[config.mk]
export PLATFORM = sky130hd
export DESIGN_NAME = mem_port_arbiter
export DESIGN_NICKNAME = d
export VERILOG_FILES = /design/src/rtl/mem_port_arbiter_pkg.sv /design/src/rtl/mem_port_arbiter_pick.sv /design/src/rtl/mem_port_arbiter.sv
export SDC_FILE = /design/constraint.sdc
export NUM_CORES = 1
export LEC_CHECK = 0
export CAP_MARGIN = 20
export CORE_UTILIZATION = 42
export DETAILED_ROUTE_END_ITERATION = 10
export HOLD_SLACK_MARGIN = 0.15
export PLACE_DENSITY = 0.77
export SYNTH_ARGS = -nofsm -noshare
export SYNTH_HDL_FRONTEND = slang
export SYNTH_SLANG_ARGS = --single-unit
export TNS_END_PERCENT = 20
[constraint.sdc]
create_clock -name clk -period 6.3 [get_ports clk]
set_input_delay 0.63 -clock clk [delete_from_list [all_inputs] [get_ports clk]]
set_output_delay 0.63 -clock clk [all_outputs]
set_load 0.01 [all_outputs]
[src/rtl/mem_port_arbiter_pkg.sv]
// Shared types and helpers for the byte-serial memory port arbiter.
// Size codes match the pipeline's existing sub-word encoding.
package mem_port_arbiter_pkg;

  typedef enum logic {
    ARB_IDLE   = 1'b0,
    ARB_ACCESS = 1'b1
  } arb_state_e;

  localparam logic [1:0] MEM_SIZE_BYTE = 2'd0;
  localparam logic [1:0] MEM_SIZE_HALF = 2'd1;
  localparam logic [1:0] MEM_SIZE_WORD = 2'd2;

  // Size code 3 is treated as a word access.
  function automatic logic [2:0] size_bytes(input logic [1:0] size);
    case (size)
      MEM_SIZE_BYTE: size_bytes = 3'd1;
      MEM_SIZE_HALF: size_bytes = 3'd2;
      default:       size_bytes = 3'd4;
    endcase
  endfunction

endpackage

[src/rtl/mem_port_arbiter_pick.sv]
// Combinational winner selection: fixed priority (highest index wins) or
// round-robin search starting at the pointer and wrapping at N_CH.
module mem_port_arbiter_pick
  import mem_port_arbiter_pkg::*;
#(
  parameter int N_CH   = 2,
  parameter int ARB_RR = 0,
  parameter int PTR_W  = 1
) (
  input  logic [N_CH-1:0]  req,
  input  logic [PTR_W-1:0] ptr,
  output logic [N_CH-1:0]  win
);

  logic found;
  int   idx;

  always_comb begin
    win   = '0;
    found = 1'b0;
    idx   = 0;
    for (int i = 0; i < N_CH; i++) begin
      if (ARB_RR != 0) idx = (int'(ptr) + i) % N_CH;
      else             idx = N_CH - 1 - i;
      if (!found && req[idx]) begin
        win[idx] = 1'b1;
        found    = 1'b1;
      end
    end
  end

endmodule

[src/rtl/mem_port_arbiter.sv]
// N-channel arbiter and byte-serial sequencer for the 8-bit RAM/IO bus.
// Reads take n+1 cycles (one-cycle RAM latency), writes take n cycles.
module mem_port_arbiter
  import mem_port_arbiter_pkg::*;
#(
  parameter int              N_CH       = 2,
  parameter int              ARB_RR     = 0,
  parameter logic [N_CH-1:0] FLUSH_MASK = N_CH'(1)
) (
  input  logic                clk,
  input  logic                rst_n,
  input  logic                rdy,
  input  logic                flush,
  input  logic [N_CH-1:0]     ch_req,
  input  logic [N_CH-1:0]     ch_we,
  input  logic [N_CH*32-1:0]  ch_addr,
  input  logic [N_CH*2-1:0]   ch_size,
  input  logic [N_CH-1:0]     ch_signed,
  input  logic [N_CH*32-1:0]  ch_wdata,
  output logic [N_CH-1:0]     ch_done,
  output logic [N_CH-1:0]     ch_gnt,
  output logic [31:0]         rdata,
  input  logic [7:0]          mem_din,
  output logic [7:0]          mem_dout,
  output logic [31:0]         mem_a,
  output logic                mem_wr
);

  localparam int PTR_W = (N_CH > 1) ? $clog2(N_CH) : 1;

  arb_state_e       state_q, state_d;
  logic [PTR_W-1:0] owner_q, ptr_q, win_idx;
  logic [31:0]      addr_q, wdata_q, rdata_q;
  logic [1:0]       size_q;
  logic             we_q, sgn_q;
  logic [2:0]       k_q, n_q;
  logic [23:0]      cap_q;
  logic [N_CH-1:0]  done_q, elig, win;
  logic             grant, abort, last;

  function automatic logic [31:0] extend_read(input logic [1:0] size, input logic sgn,
                                              input logic [23:0] cap, input logic [7:0] top);
    case (size)
      MEM_SIZE_BYTE: extend_read = {{24{sgn & top[7]}}, top};
      MEM_SIZE_HALF: extend_read = {{16{sgn & top[7]}}, top, cap[7:0]};
      default:       extend_read = {top, cap};
    endcase
  endfunction

  // The channel completing this cycle is masked so a lingering request is not regranted.
  assign elig = ch_req & ~done_q & ~(flush ? FLUSH_MASK : '0);

  mem_port_arbiter_pick #(
    .N_CH   (N_CH),
    .ARB_RR (ARB_RR),
    .PTR_W  (PTR_W)
  ) u_pick (
    .req (elig),
    .ptr (ptr_q),
    .win (win)
  );

  always_comb begin
    win_idx = '0;
    for (int i = 0; i < N_CH; i++)
      if (win[i]) win_idx = PTR_W'(i);
  end

  assign grant = (state_q == ARB_IDLE) && (|win);
  assign abort = (state_q == ARB_ACCESS) && flush && !we_q && FLUSH_MASK[owner_q];
  assign last  = we_q ? (k_q == n_q - 3'd1) : (k_q == n_q);

  always_ff @(posedge clk) begin
    if (!rst_n) state_q <= ARB_IDLE;
    else        state_q <= state_d;
  end

  always_comb begin
    state_d = state_q;
    if (rdy) begin
      case (state_q)
        ARB_IDLE:   if (|win) state_d = ARB_ACCESS;
        ARB_ACCESS: if (abort || last) state_d = ARB_IDLE;
        default:    state_d = ARB_IDLE;
      endcase
    end
  end

  always_comb begin
    ch_gnt   = '0;
    mem_a    = '0;
    mem_wr   = 1'b0;
    mem_dout = '0;
    if (state_q == ARB_ACCESS) begin
      ch_gnt[owner_q] = 1'b1;
      mem_a           = addr_q + 32'(k_q);
      mem_wr          = we_q & rdy;
      if (we_q) begin
        case (k_q[1:0])
          2'd0:    mem_dout = wdata_q[7:0];
          2'd1:    mem_dout = wdata_q[15:8];
          2'd2:    mem_dout = wdata_q[23:16];
          default: mem_dout = wdata_q[31:24];
        endcase
      end
    end
  end

  // Control: byte counter, completion pulse, RR pointer, read result.
  always_ff @(posedge clk) begin
    if (!rst_n) begin
      k_q     <= '0;
      done_q  <= '0;
      ptr_q   <= '0;
      rdata_q <= '0;
    end else if (rdy) begin
      done_q <= '0;
      if (grant) begin
        k_q <= '0;
        if (ARB_RR != 0)
          ptr_q <= (win_idx == PTR_W'(N_CH - 1)) ? '0 : win_idx + 1'b1;
      end else if (state_q == ARB_ACCESS && !abort) begin
        if (last) begin
          done_q[owner_q] <= 1'b1;
          if (!we_q) rdata_q <= extend_read(size_q, sgn_q, cap_q, mem_din);
        end else begin
          k_q <= k_q + 3'd1;
        end
      end
    end
  end

  // Datapath captures: request fields at grant, read bytes as they arrive.
  always_ff @(posedge clk) begin
    if (rdy) begin
      if (grant) begin
        owner_q <= win_idx;
        addr_q  <= ch_addr[32*win_idx +: 32];
        wdata_q <= ch_wdata[32*win_idx +: 32];
        size_q  <= ch_size[2*win_idx +: 2];
        n_q     <= size_bytes(ch_size[2*win_idx +: 2]);
        we_q    <= ch_we[win_idx];
        sgn_q   <= ch_signed[win_idx];
      end else if (state_q == ARB_ACCESS && !we_q && !last) begin
        case (k_q)
          3'd1:    cap_q[7:0]   <= mem_din;
          3'd2:    cap_q[15:8]  <= mem_din;
          3'd3:    cap_q[23:16] <= mem_din;
          default: ;
        endcase
      end
    end
  end

  assign ch_done = done_q;
  assign rdata   = rdata_q;

endmodule

After elaboration in Yosys (flattened, before gate mapping)
Index checks and enable logic that the tools add are counted.
{"block": "totals", "regBits": 134, "out_inout_bits": 77}
{"block": "classes", "shift": 3, "n_reduce_logical": 25, "n_mux": 31, "addsub": 3, "eq_ne": 10, "magnitude_cmp": 3, "bitwise": 9}
{"cell": "$shiftx A64 B7 Y32", "count": 2}
{"cell": "$pmux W32 S2", "count": 1}
{"cell": "$add A32 B3 Y32", "count": 1}
{"cell": "$mux W32", "count": 1}
{"cell": "$pmux W8 S3", "count": 1}
{"cell": "$mux W8", "count": 2}
{"cell": "$mux W1", "count": 15}
{"cell": "$reduce_and A4 Y1", "count": 3}
{"cell": "$mux W2", "count": 5}
{"cell": "$logic_and A1 B1 Y1", "count": 9}
{"cell": "$mux W3", "count": 3}
{"cell": "$eq A2 B1 Y1 const B", "count": 3}
{"cell": "$eq A3 B2 Y1 const B", "count": 2}
{"cell": "$eq A3 B3 Y1", "count": 2}
{"cell": "$logic_not A2 Y1", "count": 3}
{"cell": "$pmux W3 S2", "count": 1}
{"cell": "$reduce_and A5 Y1", "count": 1}
{"cell": "$and A2 B2 Y2", "count": 2}
{"cell": "$logic_not A1 Y1", "count": 4}
{"cell": "$lt A1 B2 Y1 const B", "count": 2}
{"cell": "$shiftx A4 B3 Y2", "count": 1}
{"cell": "$add A3 B1 Y3 const B", "count": 1}
{"cell": "$eq A3 B1 Y1 const B", "count": 1}
{"cell": "$not A1 Y1", "count": 3}
{"cell": "other kinds (14)", "count": 15}

Logic depth before layout (Yosys ltp)
Gate-level depths: netlist of the first run.
{"block": "logic_depth", "word_depth": 11, "mapped_depth": 9}

By module
A second synthesis of the first run with hierarchy kept.
{"block": "hier_totals", "cells_unflattened": 611, "area_unflattened_um2": 6842.8}
{"mod": "mem_port_arbiter", "n_inst": 1, "area_each_um2": 6821.5, "seq_area_each_um2": 3613.5, "cells_each": 609}
{"mod": "mem_port_arbiter_pick", "n_inst": 1, "area_each_um2": 21.3, "seq_area_each_um2": 0.0, "cells_each": 2}

Worst setup path after synthesis of the first run
OpenSTA, ideal clock, no wires.
{"block": "synth_path", "kind": "input-to-reg", "from": "in ch_req[1]", "to": "reg addr_q[0], enable pin", "t_arrival_ns": 5.856, "stages": 5, "slack_ns": -0.146, "setup_time_ns": 0.590, "cell_sequence": "nand2b_1 -> clkbuf_1 -> clkinv_1 -> a21oi_1 -> nor3_1"}
{"block": "synth_via", "elab_chain_len": 9, "elab_cells_between_ends": 10, "cone_classes": "mux (3); bitwise (2); reduce/logical (5)"}
{"item": "from (decl)", "line_no": "mem_port_arbiter.sv:14", "rtl": "input logic [N_CH-1:0] ch_req,"}
{"item": "$and A2 B2 Y2 * (2 in a row)", "line_no": "mem_port_arbiter.sv:51", "rtl": "assign elig = ch_req & ~done_q & ~(flush ? FLUSH_MASK : '0);"}
{"item": "$mux W1", "line_no": "mem_port_arbiter_pick.sv:25", "rtl": "if (!found && req[idx]) begin"}
{"item": "$logic_not A1 Y1", "line_no": "mem_port_arbiter_pick.sv:25"}
{"item": "$logic_and A1 B1 Y1", "line_no": "mem_port_arbiter_pick.sv:25"}
{"item": "$mux W1", "line_no": "mem_port_arbiter_pick.sv:25"}
{"item": "$reduce_or A2 Y1 *", "line_no": "mem_port_arbiter.sv:69", "rtl": "assign grant = (state_q == ARB_IDLE) && (|win);"}
{"item": "$logic_and A1 B1 Y1 *", "line_no": "mem_port_arbiter.sv:69"}
{"item": "$reduce_and A2 Y1 (no source line) *"}
{"item": "to (signal assigned)", "line_no": "mem_port_arbiter.sv:138", "rtl": "addr_q <= ch_addr[32*win_idx +: 32];"}
{"item": "to (decl)", "line_no": "mem_port_arbiter.sv:33", "rtl": "logic [31:0] addr_q, wdata_q, rdata_q;"}
Mark *: on every way between the ends. The rest lies on a longest branch, timed or not.
A chain may end at the register's enable or synchronous reset.

Final worst setup path of the first run
{"block": "layout_path", "from": "reg addr_q[5]", "to": "out mem_a[31]"}
{"block": "layout_via", "elab_chain_len": 2}
{"item": "$add A32 B3 Y32", "line_no": "mem_port_arbiter.sv:96", "rtl": "mem_a = addr_q + 32'(k_q);"}
{"item": "$mux W32", "line_no": "mem_port_arbiter.sv:94", "rtl": "if (state_q == ARB_ACCESS) begin"}
{"item": "to (decl)", "line_no": "mem_port_arbiter.sv:25", "rtl": "output logic [31:0] mem_a,"}
Every way passes these cells.

==> metrics.csv, run 1 <==
stage,metric,value,unit
final_layout,Multi-input gate area,2940,um2
worst_setup_path,slowest cell delay on critical path,0.72,ns
final_layout,Fillers,1328,
pwr,sequential power share,42.9,%
synth,"Primary FF master, synth",edfxtp_1,
drt,# DRC,0,
synth,simple-gate share of the synthesized area,24.9,%
sta,count of final hold-check violations,0,
die,initial core utilization,42.8,%
sta,clock skew,0.00715,ns
sta,post-route minimum period,4.08,ns
pwr,Clk pwr share,43.8,%
sta,unrepaired setup endpoints after global routing,no,
status,outcome,completed,
placement,Buffers on Ports,226,
synth,Syn. warnings,0,
clocking,Clock Sinks,133,
clocking,Clock transition at path regs,0.06,ns
synth,largest family of logic cells by synthesized area,simple AND/OR/NAND/NOR gates,
die,Die Y,129,um
pwr,PwrDens,238,nW/um2
job,Max-cap violations,0,
sta,final slew viol count,0,
sta,fmax,0.245,GHz
clocking,worst-skew pair later-pin latency,0.41,ns
pwr,Int Power,1790,uW
synth,Synth top area share,42.1,%
final_layout,share of cells above drive strength 1,5.13,%
clocking,Root Buffer,clkbuf_16,
synth,Netlist Area Pre-Place,6770,um2
final_layout,register area,3610,um2
die,core area,15800,um2
sta,setup TNS,0,ns
synth,Netlist cell types,52,
placement,placed cell areas,9200,um2
synth,Compound-Gate Fraction of Synth Area,11.1,%
drt,TritonRoute pass-1 iters,5,
global_routing,first-pass GRT wire length,29000,um
sta,crit share post-route,64.7,%
global_routing,vias in the first global route,5729,
drt,routed length per instance,15.7,um
hold_path,Hold Crit Class,flop to flop,
worst_setup_path,WS Path Type,flop to output port,
worst_setup_path,CP max FO,9,
pwr,Pleak,0.00401,uW
global_routing,largest net degree at the start of global routing,73,
clocking,CTS tree,done,
pwr,Tot Pwr,2340,uW
synth,Syn Nets,897,
die,floorplan row count,46,
global_routing,Global Route Usage Sum,23.2,%
die,io pins,227,
synth,"EDFF count, synth",95,
global_routing,initial antenna violation count,0,
clocking,H-tree depth,4,
sta,hold_ws,0.450,ns
sta,setup violators final,0,
synth,XOR/XNOR share of the synthesized area,3.44,%
drt,Vias/cell,5.13,
drt,Antenna Nets Post-Route,0,
drt,WL final,18400,um
synth,post-synthesis sequential area ratio,53.4,%
synth,adder-cell share of the synthesized area,1.96,%
synth,"area leader, netlist",edfxtp_1,
pwr,logic gate share of total power,13.3,%
clocking,CTS Hold Bufs,0,
sta,worst-margin pin slew,0.969,ns
worst_setup_path,startpoint types,flop,
pwr,switching fraction of total power,23.6,%
synth,Yosys reg bits,133,
pwr,Psw,554,uW
placement,DP Wirelength,13400,um
worst_setup_path,CP required,5.67,ns
pwr,"IR drop worst, VDD",195,uV
sta,relative slew slack,35.0,%
synth,mux cell area share after synthesis,1.50,%
final_layout,final non-filler cell area,9870,um2
die,Die X-Extent,129,um
worst_setup_path,Worst Path Arrival,3.45,ns
final_layout,post-layout net count,1103,
synth,Area contributors post-synth,"edfxtp_1 42%, nand2_1 13%, dfxtp_1 11%, a21oi_1 3.5%, o211a_1 3.5%",
drt,starting DRC count in detailed routing,348,
clocking,post-CTS sizing,0,
synth,Mapped Cells,737,
clocking,number of buffers inserted during clock tree synthesis,17,
final_layout,Antenna diodes,0,
clocking,Post-CTS Setup Inserts,0,
drt,via count,6012,
global_routing,grt ovf,0,
worst_setup_path,slowest CP cell,or4_1,
clocking,Clock Tree Buf Depth,2,
worst_setup_path,CP Capture Type,output port,
worst_setup_path,CP cell instances,nand4_4 -> or4_1 -> or4_4 -> or3_1 -> a21oi_1 -> clkdlybuf4s50_1,
placement,RePlAce Congestion,0.856,
final_layout,Area growth syn-to-layout,45.8,%
synth,ys async rst share,0,%
synth,syn avg cell area,9.18,um2
die,Die ar.,16600,um2
==> per-layer routing <==
layer | up-vias | global-route usage (%) | routed length, um
met5 | - | 0 | 0
li1 | 2992 | - | -
met2 | 233 | 39.9 | 9220
met1 | 2754 | 27.3 | 7580
met3 | 33 | 6.40 | 1060
met4 | 0 | 9.76 | 559
==> final timing paths <==
path / from / endpoint / slack [ns] / cells after the start
max: addr_q[5]$_DFFE_PP_ / mem_a[31] / 2.22 / 6
min: rdata[13]$_SDFFE_PN0P_ / rdata[13]$_SDFFE_PN0P_ / 0.45 / 2
max reg2reg: size_q[1]$_DFFE_PP_ / rdata[30]$_SDFFE_PN0P_ / 3.53 / 8
min reg2reg: rdata[13]$_SDFFE_PN0P_ / rdata[13]$_SDFFE_PN0P_ / 0.45 / 2
==> power by group through the flow <==
stage | sequential (uW) | combinational [uW] | clock, uW
final | 1010 | 312 | 1030
after CTS | 1010 | 309 | 1040
after global routing | 1010 | 342 | 1080
after detailed placement | 1030 | 308 | 0
after floorplan | 1020 | 141 | 0
after global placement | 1030 | 304 | 0
==> state kept, by name, indices dropped and copies added, names as in the netlist <==
name     flops
state_q      1
we_q         1
rdata       32
k_q          3
addr_q      32
n_q          2
size_q       2
owner_q      1
cap_q       24
wdata_q     32
ch_done      2
sgn_q        1
==> worst max-delay path: cells and delay by family, from the launching register on <==
kind	cells	cell delay, ns
and+or+nand+nor	4	1.84
buffers and inverters	1	0.59
DFF	1	0.46
AOI/OAI and AO/OA	1	0.15
==> logic make-up after synthesis <==
kind of cell,Yosys count
flip-flops,133
buffers and inverters,64
multiplexers,10
XOR/XNOR,25
adder cells (fa/ha/maj),10
AO/OA/AOI/OAI,109
AND/OR/NAND/NOR,386
==> stage by stage <==
stage	util (%)	std cells	setup slack, ns
final	62.4	1172	2.22
after global routing	62.4	1172	2.04
after CTS	62.1	1170	2.22
after detailed placement	58.1	1138	2.63
after global placement	58.1	1138	2.70
after floorplan	-	737	2.06
==> synth_stat cells (2+ instances only) <==
| master | count |
|---|---|
| xor2_1 | 11 |
| o211ai_1 | 2 |
| nor3b_1 | 3 |
| clkinv_1 | 2 |
| ha_1 | 9 |
| or3_1 | 5 |
| inv_1 | 15 |
| dfxtp_1 | 38 |
| buf_1 | 5 |
| nor3_1 | 12 |
| o21ai_0 | 6 |
| nor2_1 | 55 |
| o21ai_1 | 8 |
| a21o_1 | 2 |
| a21oi_1 | 48 |
| clkbuf_1 | 40 |
| o211a_1 | 24 |
| nor4_1 | 6 |
| nand2_1 | 236 |
| mux2i_1 | 9 |
| a22o_1 | 2 |
| and2_1 | 6 |
| xnor2_1 | 13 |
| edfxtp_1 | 95 |
| nand2b_1 | 3 |
| nand4b_1 | 8 |
| nand4_1 | 11 |
| nand3_1 | 30 |
| a222oi_1 | 8 |
| nor2b_1 | 3 |
==> layout by cell type (no fill, tap or decap), drive strengths merged, types with 9 or more instances in the layout <==
cell	synthesis	layout
clkbuf	40	21
clkdlybuf4s50	0	226
nor2	55	55
xor2	11	11
xnor2	13	13
nor3	12	12
o211a	24	24
nand3	30	30
a21oi	48	48
ha	9	9
dfxtp	38	38
o21ai	14	14
inv	15	21
mux2i	9	9
edfxtp	95	95
nand4	12	12
nand2	236	236
==> final cells by class <==
cell class,instances,share of cell area [%]
Sequential cell,133,36.6
Multi-Input combinational cell,540,29.8
Timing Repair Buffer,234,23.8
Clock buffer,21,4.99
Tap cell,216,2.74
Clock inverter,11,1.37
Inverter,17,0.647
Power figures use the tool's default switching activity.
==> run 2: changes to the inputs <==
==> constraint.sdc (replaced) <==
create_clock -name clk -period 3.37 [get_ports clk]
set_input_delay 0.337 -clock clk [delete_from_list [all_inputs] [get_ports clk]]
set_output_delay 0.337 -clock clk [all_outputs]
set_load 0.01 [all_outputs]
==> metrics.csv, run 2 (same netlist as run 1, synthesis figures left out) <==
stage,metric,value,unit
status,outcome,completed,
final_layout,share of cells above drive strength 1,6.72,%
sta,unrepaired setup endpoints after global routing,yes,
sta,worst-margin pin slew,0.964,ns
drt,# DRC,0,
pwr,"IR drop worst, VDD",350,uV
global_routing,vias in the first global route,5755,
pwr,PwrDens,427,nW/um2
final_layout,final core utilization,62.5,%
placement,RePlAce Congestion,0.808,
clocking,CTS tree,done,
drt,Antenna Nets Post-Route,0,
pwr,Clk pwr share,41.6,%
worst_setup_path,CP required,3.03,ns
pwr,Pleak,0.00408,uW
worst_setup_path,CP Capture Type,output port,
worst_setup_path,CP max FO,6,
sta,count of final hold-check violations,0,
clocking,Clock Sinks,133,
sta,setup violators final,0,
pwr,sequential power share,44.5,%
final_layout,Area growth syn-to-layout,46.2,%
pwr,Psw,1050,uW
hold_path,Hold Crit Class,flop to flop,
drt,routed length per instance,15.2,um
die,Die ar.,16600,um2
global_routing,grt ovf,0,
drt,TritonRoute pass-1 iters,8,
die,Die X-Extent,129,um
drt,via count,6028,
placement,DP Wirelength,13200,um
final_layout,most frequent cells in the layout,"236 x nand2_1, 222 x clkdlybuf4s50_1, 95 x edfxtp_1, 55 x nor2_1, 48 x a21oi_1",
clocking,CTS Hold Bufs,0,
clocking,Clock Tree Buf Depth,2,
global_routing,Global Route Usage Sum,23.1,%
sta,crit share post-route,99.3,%
sta,relative slew slack,35.5,%
global_routing,initial antenna violation count,0,
sta,post-route minimum period,3.35,ns
die,Die Y,129,um
drt,Vias/cell,5.10,
pwr,switching fraction of total power,24.8,%
drt,WL final,18000,um
pwr,logic gate share of total power,13.9,%
die,io pins,227,
job,Max-cap violations,0,
worst_setup_path,WS Path Type,flop to output port,
clocking,number of buffers inserted during clock tree synthesis,17,
die,floorplan row count,46,
sta,clock skew,0.0157,ns
clocking,Clock transition at path regs,0.06,ns
pwr,Int Power,3170,uW
die,core area,15800,um2
worst_setup_path,slowest cell delay on critical path,0.56,ns
clocking,worst-skew pair later-pin latency,0.42,ns
clocking,H-tree depth,4,
final_layout,post-layout net count,1114,
drt,starting DRC count in detailed routing,382,
clocking,Root Buffer,clkbuf_16,
global_routing,first-pass GRT wire length,29000,um
sta,final slew viol count,0,
final_layout,Fillers,1273,
worst_setup_path,Worst Path Arrival,3.01,ns
placement,Buffers on Ports,226,
worst_setup_path,slowest CP cell,clkdlybuf4s50_1,
global_routing,largest net degree at the start of global routing,73,
sta,fmax,0.299,GHz
worst_setup_path,startpoint types,flop,
worst_setup_path,CP cell instances,ha_1 -> inv_1 -> fa_1 -> nand2b_1 -> a2111o_1 -> nor3_1 -> xnor2_1 -> nor2_1 -> clkdlybuf4s50_1,
final_layout,Antenna diodes,0,
worst_setup_path,R2R cell count,7,
hold_path,hold path depth,2,
final_layout,"most common cell after layout, fill and taps aside",nand2_1,
pwr,Tot Pwr,4220,uW
die,initial core utilization,42.8,%
run 2: routing by layer:
metal,vias up,wire [um],global-route usage [%]
met3,41,1090,5.53
met5,-,0,0
met2,231,8870,38.8
li1,3005,-,-
met4,0,676,12.6
met1,2751,7360,27.4
run 2: area by class of cell:
class	instances	area [um2]	area share, %
multi-input cells	540	2960	29.9
flip-flops and latches	133	3610	36.5
clock buffers	17	425	4.30
inverters	17	63.8	0.645
well taps	216	270	2.73
clock inverters	15	141	1.43
repair buffers	245	2420	24.5
run 2: critical path, delay by kind of cell (launching register included):
| family | cells | cell delay (ns) |
|---|---|---|
| AO/OA/AOI/OAI | 1 | 0.47 |
| buffers and inverters | 2 | 0.62 |
| flip-flops | 1 | 0.34 |
| AND/OR/NAND/NOR | 3 | 0.51 |
| XOR/XNOR | 1 | 0.09 |
| adder cells (fa/ha/maj) | 2 | 0.58 |
run 2: metrics by stage:
stage / hold WS [ns] / setup WS [ns] / cell area [um2] / instances / TNS [ns]
global route: 0.475 / -0.161 / 9890 / 1183 / -0.602
global placement: 0.437 / 0.222 / 9280 / 1147 / 0
detailed placement: 0.445 / 0.190 / 9280 / 1147 / 0
floorplan: 0.436 / 0.425 / 6780 / 737 / 0
CTS: 0.452 / 0.0223 / 9880 / 1183 / 0
finish: 0.447 / 0.0226 / 9890 / 1183 / 0
run 2: repair_timing:
| action | CTS | global route |
|---|---|---|
| resized for setup | 3 | 5 |
| endpoints found under the setup margin | 4 | 9 |
| pin swaps | 2 | 0 |
| hold endpoints to repair | 0 | 0 |
| cloned | 0 | 0 |
| buffers inserted | 4 | 0 |
run 2: power groups by stage:
stage / Clock (uW) / Combinational, uW / Sequential [uW]
2_1_floorplan: 0 / 264 / 1900
3_3_place_gp: 0 / 583 / 1910
3_5_place_dp: 0 / 586 / 1910
4_1_cts: 1790 / 594 / 1880
5_1_grt: 1850 / 652 / 1880
6_report: 1760 / 588 / 1880
run 2: worst paths after layout:
kind | slack, ns | from | end
max | 0.02 | addr_q[0]$_DFFE_PP_ | mem_a[20]
min | 0.45 | rdata[12]$_SDFFE_PN0P_ | rdata[12]$_SDFFE_PN0P_
max reg2reg | 0.78 | size_q[1]$_DFFE_PP_ | rdata[31]$_SDFFE_PN0P_
min reg2reg | 0.45 | rdata[12]$_SDFFE_PN0P_ | rdata[12]$_SDFFE_PN0P_
